## config.mk

```make
export PLATFORM = sky130hd
export DESIGN_NAME = score_bcd_converter
export DESIGN_NICKNAME = d
export VERILOG_FILES = /design/src/rtl/game_pkg.sv /design/src/rtl/bcd_digit_adj.sv /design/src/rtl/score_bcd_converter.sv
export SDC_FILE = /design/constraint.sdc
export NUM_CORES = 1
export LEC_CHECK = 0
export BUFFER_PORTS_ARGS = -buffer_cell sky130_fd_sc_hd__buf_2
export CAP_MARGIN = 20
export CORE_ASPECT_RATIO = 0.9
export CORE_MARGIN = 5
export CORE_UTILIZATION = 50
export DETAILED_ROUTE_END_ITERATION = 8
export PLACE_DENSITY = 0.77
export SLEW_MARGIN = 30
export SYNTH_ARGS = -nofsm -noshare
export SYNTH_HDL_FRONTEND = slang
export SYNTH_SLANG_ARGS = --single-unit
```

## constraint.sdc

```tcl
create_clock -name Clk -period 2.7 [get_ports Clk]
set_clock_uncertainty 0.1 [all_clocks]
set_input_delay 0.27 -clock Clk [delete_from_list [all_inputs] [get_ports Clk]]
set_output_delay 0.27 -clock Clk [all_outputs]
set_load 0.005 [all_outputs]
```

## src/rtl/game_pkg.sv

```systemverilog
// game_pkg: shared score widths, BCD digit type and converter state encoding
package game_pkg;
    localparam int SCORE_W      = 17;
    localparam int MAX_SCORE    = 114000;
    localparam int SCORE_DIGITS = 6;
    typedef logic [3:0] bcd_digit_t;
    typedef enum logic [1:0] {IDLE, SHIFT, DONE} state_t;
endpackage

```

## src/rtl/bcd_digit_adj.sv

```systemverilog
// bcd_digit_adj: double-dabble add-3 correction for one BCD digit
module bcd_digit_adj
    import game_pkg::*;
(
    input  bcd_digit_t digit,
    output bcd_digit_t adjusted
);
    assign adjusted = (digit >= 4'd5) ? digit + 4'd3 : digit;
endmodule

```

## src/rtl/score_bcd_converter.sv

```systemverilog
// score_bcd_converter: serial double-dabble of the score into packed BCD, clamping underflowed scores to zero
module score_bcd_converter #(
    parameter int BIN_W     = game_pkg::SCORE_W,
    parameter int DIGITS    = game_pkg::SCORE_DIGITS,
    parameter int MAX_SCORE = game_pkg::MAX_SCORE,
    parameter bit AUTO      = 1'b1
) (
    input  logic                Clk,
    input  logic                Reset,
    input  logic                start,
    input  logic [BIN_W-1:0]    bin_in,
    output logic                busy,
    output logic                done,
    output logic [4*DIGITS-1:0] bcd_out,
    output logic                clamp
);
    import game_pkg::*;
    localparam int SW = 4 * DIGITS;
    localparam int CW = $clog2(BIN_W + 1);
    localparam logic [CW-1:0] LAST_CNT = CW'(BIN_W - 1);
    localparam logic [BIN_W-1:0] MAX_B = BIN_W'(MAX_SCORE);

    // The scratch register must hold every legal score without overflowing its top digit
    if (MAX_SCORE >= 10 ** DIGITS) begin : g_width_check
        $error("score_bcd_converter: MAX_SCORE does not fit in DIGITS BCD digits");
    end

    state_t           state, state_nx;
    logic [BIN_W-1:0] operand, last;
    logic [SW-1:0]    scratch, adj;
    logic [CW-1:0]    cnt;
    logic             clamp_pend;
    logic             over, req;

    assign over = bin_in > MAX_B;
    assign req  = start | (AUTO && bin_in != last);
    assign busy = state != IDLE;

    for (genvar i = 0; i < DIGITS; i++) begin : g_adj
        bcd_digit_adj u_adj (
            .digit   (scratch[4*i +: 4]),
            .adjusted(adj[4*i +: 4])
        );
    end

    // Next state: IDLE waits for a request, SHIFT runs BIN_W shifts, DONE publishes for one edge
    always_comb begin
        state_nx = state;
        state_nx = (state == IDLE)  ? (req ? SHIFT : IDLE) :
                   (state == SHIFT) ? ((cnt == LAST_CNT) ? DONE : SHIFT) : IDLE;
    end

    // Datapath: latch operand on request, shift-add-3 per bit, publish result and clamp flag together
    always_ff @(posedge Clk) begin
        if (Reset) begin
            state      <= IDLE;
            operand    <= '0;
            last       <= '0;
            scratch    <= '0;
            cnt        <= '0;
            clamp_pend <= 1'b0;
            bcd_out    <= '0;
            clamp      <= 1'b0;
            done       <= 1'b0;
        end else begin
            state <= state_nx;
            done  <= state == DONE;
            if (state == IDLE && req) begin
                operand    <= over ? '0 : bin_in;
                clamp_pend <= over;
                last       <= bin_in;
                scratch    <= '0;
                cnt        <= '0;
            end
            if (state == SHIFT) begin
                scratch <= {adj[SW-2:0], operand[BIN_W-1]};
                operand <= {operand[BIN_W-2:0], 1'b0};
                cnt     <= cnt + CW'(1);
            end
            if (state == DONE) begin
                bcd_out <= scratch;
                clamp   <= clamp_pend;
            end
        end
    end
endmodule
```

==> results.sh, run 1 <==
export IMPL_cp_required_ns=2.91
export IMPL_hold_violations=0
export IMPL_die_h_um=100
export IMPL_tightest_slew_ns=0.648
export IMPL_hold_path_class="in2reg"
export IMPL_core_um2=8960
export IMPL_final_cell_mix="dfxtp_1, nand2_1, a21oi_1"
export IMPL_fin_util_pct=56.9
export IMPL_root_buffer="clkbuf_8"
export IMPL_rows=33
export IMPL_finalSetupViolCount=0
export IMPL_endpoint_kind="register"
export IMPL_cap_viol_max_count=0
export IMPL_antenna_found_initial=0
export IMPL_syn_inst=503
export IMPL_post_route_period_util_pct=87.9
export IMPL_cts_reportedPaths_clkPinSlew_ns=0.09
export IMPL_clk_latency_ns=0.37
export IMPL_post_drt_wl_per_cell_um=15.4
export IMPL_grt_total_usage_pct=19.6
export IMPL_pre_cts_ws_ns=0.313
export IMPL_areaGrowthSynthToFinish_pct=12.7
export IMPL_dieArea_um2=11100
export IMPL_netlist_top_cells_area="dfxtp_1, nand2b_1, a21oi_1"
export IMPL_fin_area_um2=5100
export IMPL_grt_ovfl_total=0
export IMPL_grt_max_degree=65
export IMPL_min_period_ns=2.37
export IMPL_vias_per_cell=5.52
export IMPL_dr_pass1_iters=4
export IMPL_grt_setup_unrepaired="false"
export IMPL_synth_fp_nets=537
export IMPL_drc=0
export IMPL_holdPathEnd="operand[1]"
export IMPL_ctsHoldBuffers=0
export IMPL_clkSinkCount=92
export IMPL_slew_violations=0
export IMPL_setup_slack_ns=0.328
export IMPL_cts_resized=0
export IMPL_ys_types=46
export IMPL_tritoncts="built"
export IMPL_r2r_end="operand[4]"
export IMPL_netlist_area_leader_share_pct=40.7
export IMPL_reg2reg_depth=5
export IMPL_diodes=0
export IMPL_status="complete, no violations"
export IMPL_grt_pass1_wl_um=17400
export IMPL_leakagePower_nw=2.06
export IMPL_cts_setup_buffers=0
export IMPL_initial_core_util_pct=50.5
export IMPL_vias=3701
export IMPL_cp_start_kind="register"
export IMPL_finalPower_mw=2.71
export IMPL_synth_largest_area_cell="dfxtp_1"
export IMPL_worstHoldStart="bin_in[1]"
export IMPL_wirelength_um=10300
export IMPL_cp_max_fo=15
export IMPL_r2r_start="last[4]"
export IMPL_layout_drive_gt1_share_pct=16.4
export IMPL_r2r_slack_ns=0.33
export IMPL_path_class="reg2reg"
export IMPL_cts_buffer_depth=2
export IMPL_hpwl_um=7070
export IMPL_drtAntennaViolNets=0
export IMPL_die_w_um=110
export IMPL_placed_area_um2=4870
export IMPL_startpoint="last[4]"
export IMPL_htreeDepth=3
export IMPL_cts_buffers=9
export IMPL_drt_iter0_markers=240
export IMPL_portBuffers=46
export IMPL_p_per_area_nw_per_um2=531
export IMPL_syn_area_um2=4520
export IMPL_synth_seq_area_share_pct=40.7
export IMPL_syn_area_per_cell_um2=8.99
export IMPL_cp_arrival_ns=2.59
export IMPL_ir_drop_uv=279
export IMPL_layout_nets=578
export IMPL_grt_pass1_vias=3770
export IMPL_fmax_ghz=0.422
export IMPL_io_pins=47
export IMPL_place_congestion=0.850
export IMPL_mostFrequentLayoutCell="dfxtp_1"
export IMPL_whs_path_depth=2
export IMPL_yosysWarnings=0
export IMPL_maxSlewHeadroom_pct=56.7
export IMPL_ys_seq_elements=92
export IMPL_fin_setup_tns_ns=0
-- metrics by stage --
step	cells	hold WS, ns
finish	671	0.0882
global route	671	0.0845
CTS	671	0.0800
detailed placement	655	0.345
global placement	655	0.342
floorplan	503	0.303
-- sequential cells by signal (all words and copies together) (netlist names) --
name        flops
state           2
clamp           1
last           17
clamp_pend      1
scratch        24
cnt             5
done            1
operand        17
bcd_out        24
-- cells in the mapped netlist (all sizes together) --
| master | n |
|---|---|
| inv | 18 |
| a221oi | 1 |
| a311oi | 7 |
| nand4 | 4 |
| nor2b | 3 |
| ha | 14 |
| nor4 | 4 |
| nand2 | 58 |
| or2b | 2 |
| or3 | 1 |
| clkbuf | 18 |
| o31ai | 1 |
| o21a | 1 |
| nor2 | 23 |
| dfxtp | 92 |
| mux2i | 18 |
| a211o | 1 |
| buf | 13 |
| or4bb | 1 |
| o21ai | 12 |
| o2bb2ai | 1 |
| a221o | 15 |
| a31o | 1 |
| xnor2 | 9 |
| a31oi | 12 |
| nand2b | 44 |
| a21o | 5 |
| and4bb | 1 |
| a2111oi | 1 |
| or2 | 2 |
| nand3 | 1 |
| nor3 | 8 |
| nor3b | 7 |
| nor4b | 1 |
| xor2 | 20 |
| and3 | 16 |
| a21oi | 50 |
| a22o | 15 |
| o2111ai | 1 |
| a222oi | 1 |
-- cells by family after synthesis --
kind of cell               after synthesis  synth area share, %
DFF                                     92                 40.7
xor gates and xnor gates                29                 5.62
and+or+nand+nor                        176                 20.5
muxes                                   18                 3.98
adders and majority gates               14                 3.87
AOI/OAI and AO/OA                      125                 20.6
buffers and inverters                   49                 4.67
-- where the power goes --
part / leakage (nW) / internal (mW) / total [mW] / switching, mW
clock: 0.109 / 0.533 / 1.04 / 0.507
combinational: 1.20 / 0.104 / 0.239 / 0.135
sequential: 0.749 / 1.40 / 1.43 / 0.0318
-- worst max-delay path: stages (launching register included) --
cell,delay [ns]
dfxtp_1,0.34
xor2_1,0.16
nor4_1,0.45
nand3_1,0.36
nor3_4,0.64
a221o_1,0.27
-- layer usage --
layer	global-route usage, %	wire length (um)	share of wire [%]	vias up
li1	-	-	-	1846
met1	23.8	4610	45	1765
met2	33.5	4980	48	83
met3	6.17	608	5.9	7
met4	5.30	112	1.1	0
met5	0	0	0	-
-- layout make-up --
cell class / instances / area [um^2]
fill: 813 / 3860
multi-input combinational: 362 / 2470
sequential: 92 / 1840
timing repair buffer: 61 / 343
tap: 122 / 153
clock buffer: 10 / 128
clock inverter: 6 / 96.3
inverter: 18 / 67.6
-- worst max-delay path by stage --
stage / endpoint / slack, ns / cells past startpoint
after floorplan: cnt[0] / 0.83 / 6
after global placement: operand[4] / 0.38 / 6
after detailed placement: operand[4] / 0.31 / 6
after CTS: operand[13] / 0.35 / 5
after global routing: operand[11] / 0.13 / 5
final: operand[4] / 0.33 / 5
Power figures use the tool's default switching activity.
==> run 2, diff against run 1 <==
--- a/config.mk
+++ b/config.mk
@@ -5,6 +5,7 @@
 export SDC_FILE = /design/constraint.sdc
 export NUM_CORES = 1
 export LEC_CHECK = 0
+export ABC_AREA = 1
 export BUFFER_PORTS_ARGS = -buffer_cell sky130_fd_sc_hd__buf_2
 export CAP_MARGIN = 20
 export CORE_ASPECT_RATIO = 0.9
@@ -12,6 +13,7 @@
 export CORE_UTILIZATION = 50
 export DETAILED_ROUTE_END_ITERATION = 8
 export PLACE_DENSITY = 0.77
+export REMOVE_ABC_BUFFERS = 1
 export SLEW_MARGIN = 30
 export SYNTH_ARGS = -nofsm -noshare
 export SYNTH_HDL_FRONTEND = slang
==> results.sh, run 2 <==
export IMPL_post_route_period_util_pct=72.9
export IMPL_r2r_start="state[1]"
export IMPL_reg_top3="bcd_out: 24 flops, scratch: 24 flops"
export IMPL_seqPwrFrac_pct=51.3
export IMPL_rows=33
export IMPL_endpoint_kind="register"
export IMPL_maxSlewHeadroom_pct=58.0
export IMPL_synth_largest_area_cell="dfxtp_1"
export IMPL_clock_power_share_pct=38.2
export IMPL_dp_cells=800
export IMPL_fin_util_pct=56.7
export IMPL_diodes=0
export IMPL_synthFlopType="dfxtp_1"
export IMPL_hold_path_class="in2reg"
export IMPL_max_stage_delay_ns=0.42
export IMPL_reg2reg_depth=6
export IMPL_hpwl_um=7030
export IMPL_post_drt_wl_per_cell_um=12.8
export IMPL_syn_area_per_cell_um2=7.05
export IMPL_syn_area_um2=4610
export IMPL_grt_pass1_wl_um=17700
export IMPL_wirelength_um=10500
export IMPL_p_int_mw=2.07
export IMPL_grt_ovfl_total=0
export IMPL_cp_required_ns=2.89
export IMPL_portBuffers=46
export IMPL_grt_max_degree=54
export IMPL_htreeDepth=3
export IMPL_syn_inst=653
export IMPL_dr_pass1_iters=5
export IMPL_tightest_slew_ns=0.630
export IMPL_p_per_area_nw_per_um2=544
export IMPL_ctsHoldBuffers=0
export IMPL_netlist_top_cells_area="dfxtp_1, nand2_1, a21oi_1"
export IMPL_finalPower_mw=2.79
export IMPL_drt_iter0_markers=285
export IMPL_netlist_area_leader_share_pct=40.0
export IMPL_clk_latency_ns=0.36
export IMPL_status="complete, no violations"
export IMPL_fin_setup_tns_ns=0
export IMPL_startpoint="state[1]"
export IMPL_synth_edf_count=0
export IMPL_fmax_ghz=0.508
export IMPL_crit_chain="nor2_2, inv_1, a21oi_4, buf_4, nand2_1, a21oi_1"
export IMPL_dieArea_um2=11200
export IMPL_tritoncts="built"
export IMPL_cp_start_kind="register"
export IMPL_die_h_um=101
export IMPL_drc=0
export IMPL_grt_setup_unrepaired="false"
export IMPL_cts_buffer_depth=2
export IMPL_worstHoldStart="bin_in[7]"
export IMPL_cts_reportedPaths_clkPinSlew_ns=0.09
export IMPL_drtAntennaViolNets=0
export IMPL_switchingPower_mw=0.720
export IMPL_cap_viol_max_count=0
export IMPL_vias_per_cell=5.22
export IMPL_min_period_ns=1.97
export IMPL_areaGrowthSynthToFinish_pct=11.2
export IMPL_hold_violations=0
export IMPL_vias=4261
export IMPL_layout_nets=723
export IMPL_crit_slowest_cell="a21oi_4"
export IMPL_cts_buffers=9
export IMPL_core_um2=9040
export IMPL_place_congestion=0.860
export IMPL_yosysWarnings=0
export IMPL_ys_types=28
export IMPL_clkSinkCount=92
export IMPL_synth_seq_area_share_pct=40.0
export IMPL_cp_max_fo=18
export IMPL_ir_drop_uv=202
export IMPL_cts_setup_buffers=0
export IMPL_r2r_slack_ns=0.73
export IMPL_synth_commonest_cells="nand2_1, dfxtp_1, a21oi_1"
export IMPL_grt_total_usage_pct=18.8
export IMPL_io_pins=47
export IMPL_grt_pass1_vias=3955
export IMPL_synth_most_common_cell="nand2_1"
export IMPL_slew_violations=0
export IMPL_root_buffer="clkbuf_8"
export IMPL_mostFrequentLayoutCell="nand2_1"
export IMPL_combPwrFrac_pct=10.5
export IMPL_leakagePower_nw=2.25
export IMPL_final_cells=816
export IMPL_async_reset_ff_share_pct=0
export IMPL_cp_arrival_ns=2.16
export IMPL_layout_drive_gt1_share_pct=14.6
export IMPL_initial_core_util_pct=50.9
export IMPL_finalSetupViolCount=0
export IMPL_antenna_found_initial=0
export IMPL_ys_seq_elements=92
export IMPL_swShare_pct=25.9
export IMPL_cts_resized=0
export IMPL_final_cell_mix="nand2_1, dfxtp_1, a21oi_1"
export IMPL_holdWs_ns=0.0696
export IMPL_die_w_um=111
export IMPL_path_class="reg2reg"
export IMPL_whs_path_depth=3
==> run 2: changes by cell type in the layout (fill, tap and decap cells not counted), moves of 16 or more <==
| cell | previous run | this run |
|---|---|---|
| a21oi_1 | 50 | 86 |
| nand3_1 | 1 | 63 |
| nand2_1 | 58 | 152 |
| o21ai_0 | 11 | 50 |
| and3_1 | 16 | 0 |
| mux2i_1 | 18 | 0 |
| nand2b_1 | 44 | 0 |
| inv_1 | 18 | 67 |
==> run 2: cell families (layout without fill, tap and decap cells) <==
| logic type | count (synthesis) | in the layout | share of synthesized area, % |
|---|---|---|---|
| simple gates | 289 | 289 | 28.9 |
| compound gates | 145 | 145 | 16.2 |
| buf+inv | 107 | 148 | 10.0 |
| flops | 92 | 92 | 40.0 |
| fa+ha+maj | 14 | 14 | 3.80 |
| xor+xnor | 6 | 6 | 1.14 |
==> run 2: layout make-up <==
class,instances,area [um^2]
Inverter,76,285
Clock buffer,11,151
Timing Repair Buffer,56,305
Fill cell,840,3920
Sequential cell,92,1840
Clock inverter,5,83.8
Tap cell,122,153
Multi-Input combinational cell,454,2300
==> run 2: worst paths after layout <==
check                      to
setup / recovery      last[1]
hold / removal        last[7]
setup reg to reg      last[1]
hold reg to reg   operand[16]
==> run 2: power by group through the flow <==
stage	sequential, mW	combinational (mW)	clock, mW
floorplan	1.45	0.186	0
finish	1.43	0.292	1.07
detailed placement	1.46	0.288	0
global route	1.43	0.329	1.15
global placement	1.46	0.282	0
CTS	1.43	0.290	1.09
==> run 2: critical path, delay by kind of cell, from the launching register on <==
family                 cells  cell delay [ns]
AO/OA/AOI/OAI              2             0.55
buffers and inverters      2             0.47
flip-flops                 1             0.34
AND/OR/NAND/NOR            2             0.44
==> run 2: through the flow <==
step	cell area (um^2)	setup slack (ns)
2_1_floorplan	4430	0.163
3_3_place_gp	4890	0.740
3_5_place_dp	4890	0.698
4_1_cts	5120	0.721
5_1_grt	5120	0.552
6_report	5120	0.733
==> run 2: layer usage <==
layer	GRT usage, %	wire length, um	part of all wire [%]	up-vias
met5	0	0	0	-
met4	7.48	146	1.4	0
met3	2.88	414	4.0	12
met2	31.5	4880	47	86
met1	24.6	5030	48	1958
li1	-	-	-	2205
==> run 3, diff against run 2 <==
==> constraint.sdc (replaced) <==
create_clock -name Clk -period 1.9 [get_ports Clk]
set_clock_uncertainty 0.1 [all_clocks]
set_input_delay 0.19 -clock Clk [delete_from_list [all_inputs] [get_ports Clk]]
set_output_delay 0.19 -clock Clk [all_outputs]
set_load 0.005 [all_outputs]
==> results.sh, run 3 (synthesis gave the netlist of run 2 again) <==
export IMPL_die_h_um=101
export IMPL_fin_util_pct=59.1
export IMPL_hold_path_class="in2reg"
export IMPL_diodes=0
export IMPL_critical_path_top_delay_family="simple AND/OR/NAND/NOR gates"
export IMPL_reg_top3="bcd_out: 24 flops, scratch: 24 flops"
export IMPL_root_buffer="clkbuf_8"
export IMPL_portBuffers=46
export IMPL_die_w_um=111
export IMPL_grt_total_usage_pct=19.5
export IMPL_dr_pass1_iters=6
export IMPL_ir_drop_uv=449
export IMPL_min_period_ns=1.77
export IMPL_clkSinkCount=92
export IMPL_p_per_area_nw_per_um2=705
export IMPL_fin_setup_tns_ns=0
export IMPL_drt_iter0_markers=318
export IMPL_endpoint_kind="register"
export IMPL_path_buf_inv=1
export IMPL_cp_start_kind="register"
export IMPL_grt_pass1_wl_um=18400
export IMPL_dieArea_um2=11200
export IMPL_place_congestion=0.891
export IMPL_layout_drive_gt1_share_pct=17.5
export IMPL_vias_per_cell=5.24
export IMPL_worstHoldStart="bin_in[13]"
export IMPL_startpoint="last[5]"
export IMPL_final_cell_mix="nand2_1, dfxtp_1, a21oi_1"
export IMPL_wirelength_um=11000
export IMPL_clk_latency_ns=0.36
export IMPL_tritoncts="built"
export IMPL_post_route_period_util_pct=93.4
export IMPL_grt_max_degree=49
export IMPL_cts_buffer_depth=2
export IMPL_tightest_slew_ns=0.388
export IMPL_vias=4414
export IMPL_cp_required_ns=2.10
export IMPL_htreeDepth=3
export IMPL_status="complete, no violations"
export IMPL_regArea_um2=1840
export IMPL_r2r_start="last[5]"
export IMPL_cap_viol_max_count=0
export IMPL_grt_pass1_vias=4119
export IMPL_core_um2=9040
export IMPL_cp_common_cell="nand2_1"
export IMPL_fmax_ghz=0.563
export IMPL_cts_buffers=9
export IMPL_leakagePower_nw=2.39
export IMPL_multiInputGateArea_um2=2340
export IMPL_crit_slowest_cell="dfxtp_1"
export IMPL_cts_reportedPaths_clkPinSlew_ns=0.09
export IMPL_drc=0
export IMPL_io_pins=47
export IMPL_finalSetupViolCount=0
export IMPL_fill_cells=803
export IMPL_cp_max_fo=8
export IMPL_crit_chain="inv_1, nand2_1, nand2_1, nor2_2, nand3_2, nor2_4, nand2_4, nand2_8, nand2_8, nor2_4, nand2_1, nand3_1"
export IMPL_grt_ovfl_total=0
export IMPL_cp_arrival_ns=1.97
export IMPL_areaGrowthSynthToFinish_pct=16.1
export IMPL_path_class="reg2reg"
export IMPL_max_stage_delay_ns=0.37
export IMPL_post_drt_wl_per_cell_um=13.1
export IMPL_maxSlewHeadroom_pct=74.1
export IMPL_drtAntennaViolNets=0
export IMPL_rows=33
export IMPL_slew_violations=0
export IMPL_layout_nets=749
export IMPL_hpwl_um=7590
export IMPL_antenna_found_initial=0
export IMPL_initial_core_util_pct=50.9
export IMPL_hold_violations=0
export IMPL_mostFrequentLayoutCell="nand2_1"
[run 3: changes by cell type in the layout (fill, tap and decap cells not counted), sizes merged]
cell / previous run / this run
dlygate4sd3: 0 / 4
clkinvlp: 2 / 1
clkinv: 2 / 4
buf: 56 / 75
dlymetal6s4s: 0 / 2
inv: 75 / 77
clkbuf: 11 / 10
nand2: 155 / 156
bufinv: 2 / 0
[run 3: final timing paths]
path	to	slack, ns	cells past startpoint
max reg2reg	operand[13]	0.13	12
min	last[13]	0.02	3
max	operand[13]	0.13	12
min reg2reg	scratch[23]	0.36	2
[run 3: power by group]
| group | internal, mW | total, mW | switching (mW) |
|---|---|---|---|
| sequential | 1.99 | 2.03 | 0.0439 |
| clock | 0.523 | 1.25 | 0.726 |
| combinational | 0.185 | 0.490 | 0.306 |
[run 3: worst reg2reg max path, cell delays in order (launching register included)]
cell     delay [ns]
dfxtp_1        0.37
inv_1          0.06
nand2_1        0.05
nand2_1        0.06
nor2_2         0.13
nand3_2        0.10
nor2_4         0.17
nand2_4        0.11
nand2_8        0.14
nand2_8        0.07
nor2_4         0.19
nand2_1        0.08
nand3_1        0.07
[run 3: timing repair]
item / 4_1_cts / 5_1_grt
hold buffers: 6 / 0
gates resized for setup: 0 / 11
setup endpoints to repair: 0 / 51
endpoints found under the hold margin: 6 / 0
buffers inserted: 0 / 9
[run 3: layer usage]
metal	global-route usage, %	vias to the layer above	routed length (um)
li1	-	2256	-
met1	24.4	2044	4960
met2	34.2	102	5400
met3	3.96	12	501
met4	5.89	0	129
met5	0	-	0
[run 3: stage by stage]
stage	worst slack, ns	std cells	cell area, um^2	power [mW]	hold WS (ns)
3_5_place_dp	0.101	812	4990	2.51	0.338
4_1_cts	0.0147	834	5240	3.76	0.000590
6_report	0.125	842	5350	3.77	0.0181
2_1_floorplan	-0.637	622	4430	2.33	0.159
3_3_place_gp	0.164	812	4990	2.50	0.341
5_1_grt	-0.0294	842	5350	3.94	0.0175
[run 3: final cells by class]
type	count	area share [%]
clock buffer	10	2.57
multi-input combinational	455	43.8
clock inverter	6	0.889
sequential	92	34.4
tap	122	2.86
timing repair buffer	81	10.1
inverter	76	5.34
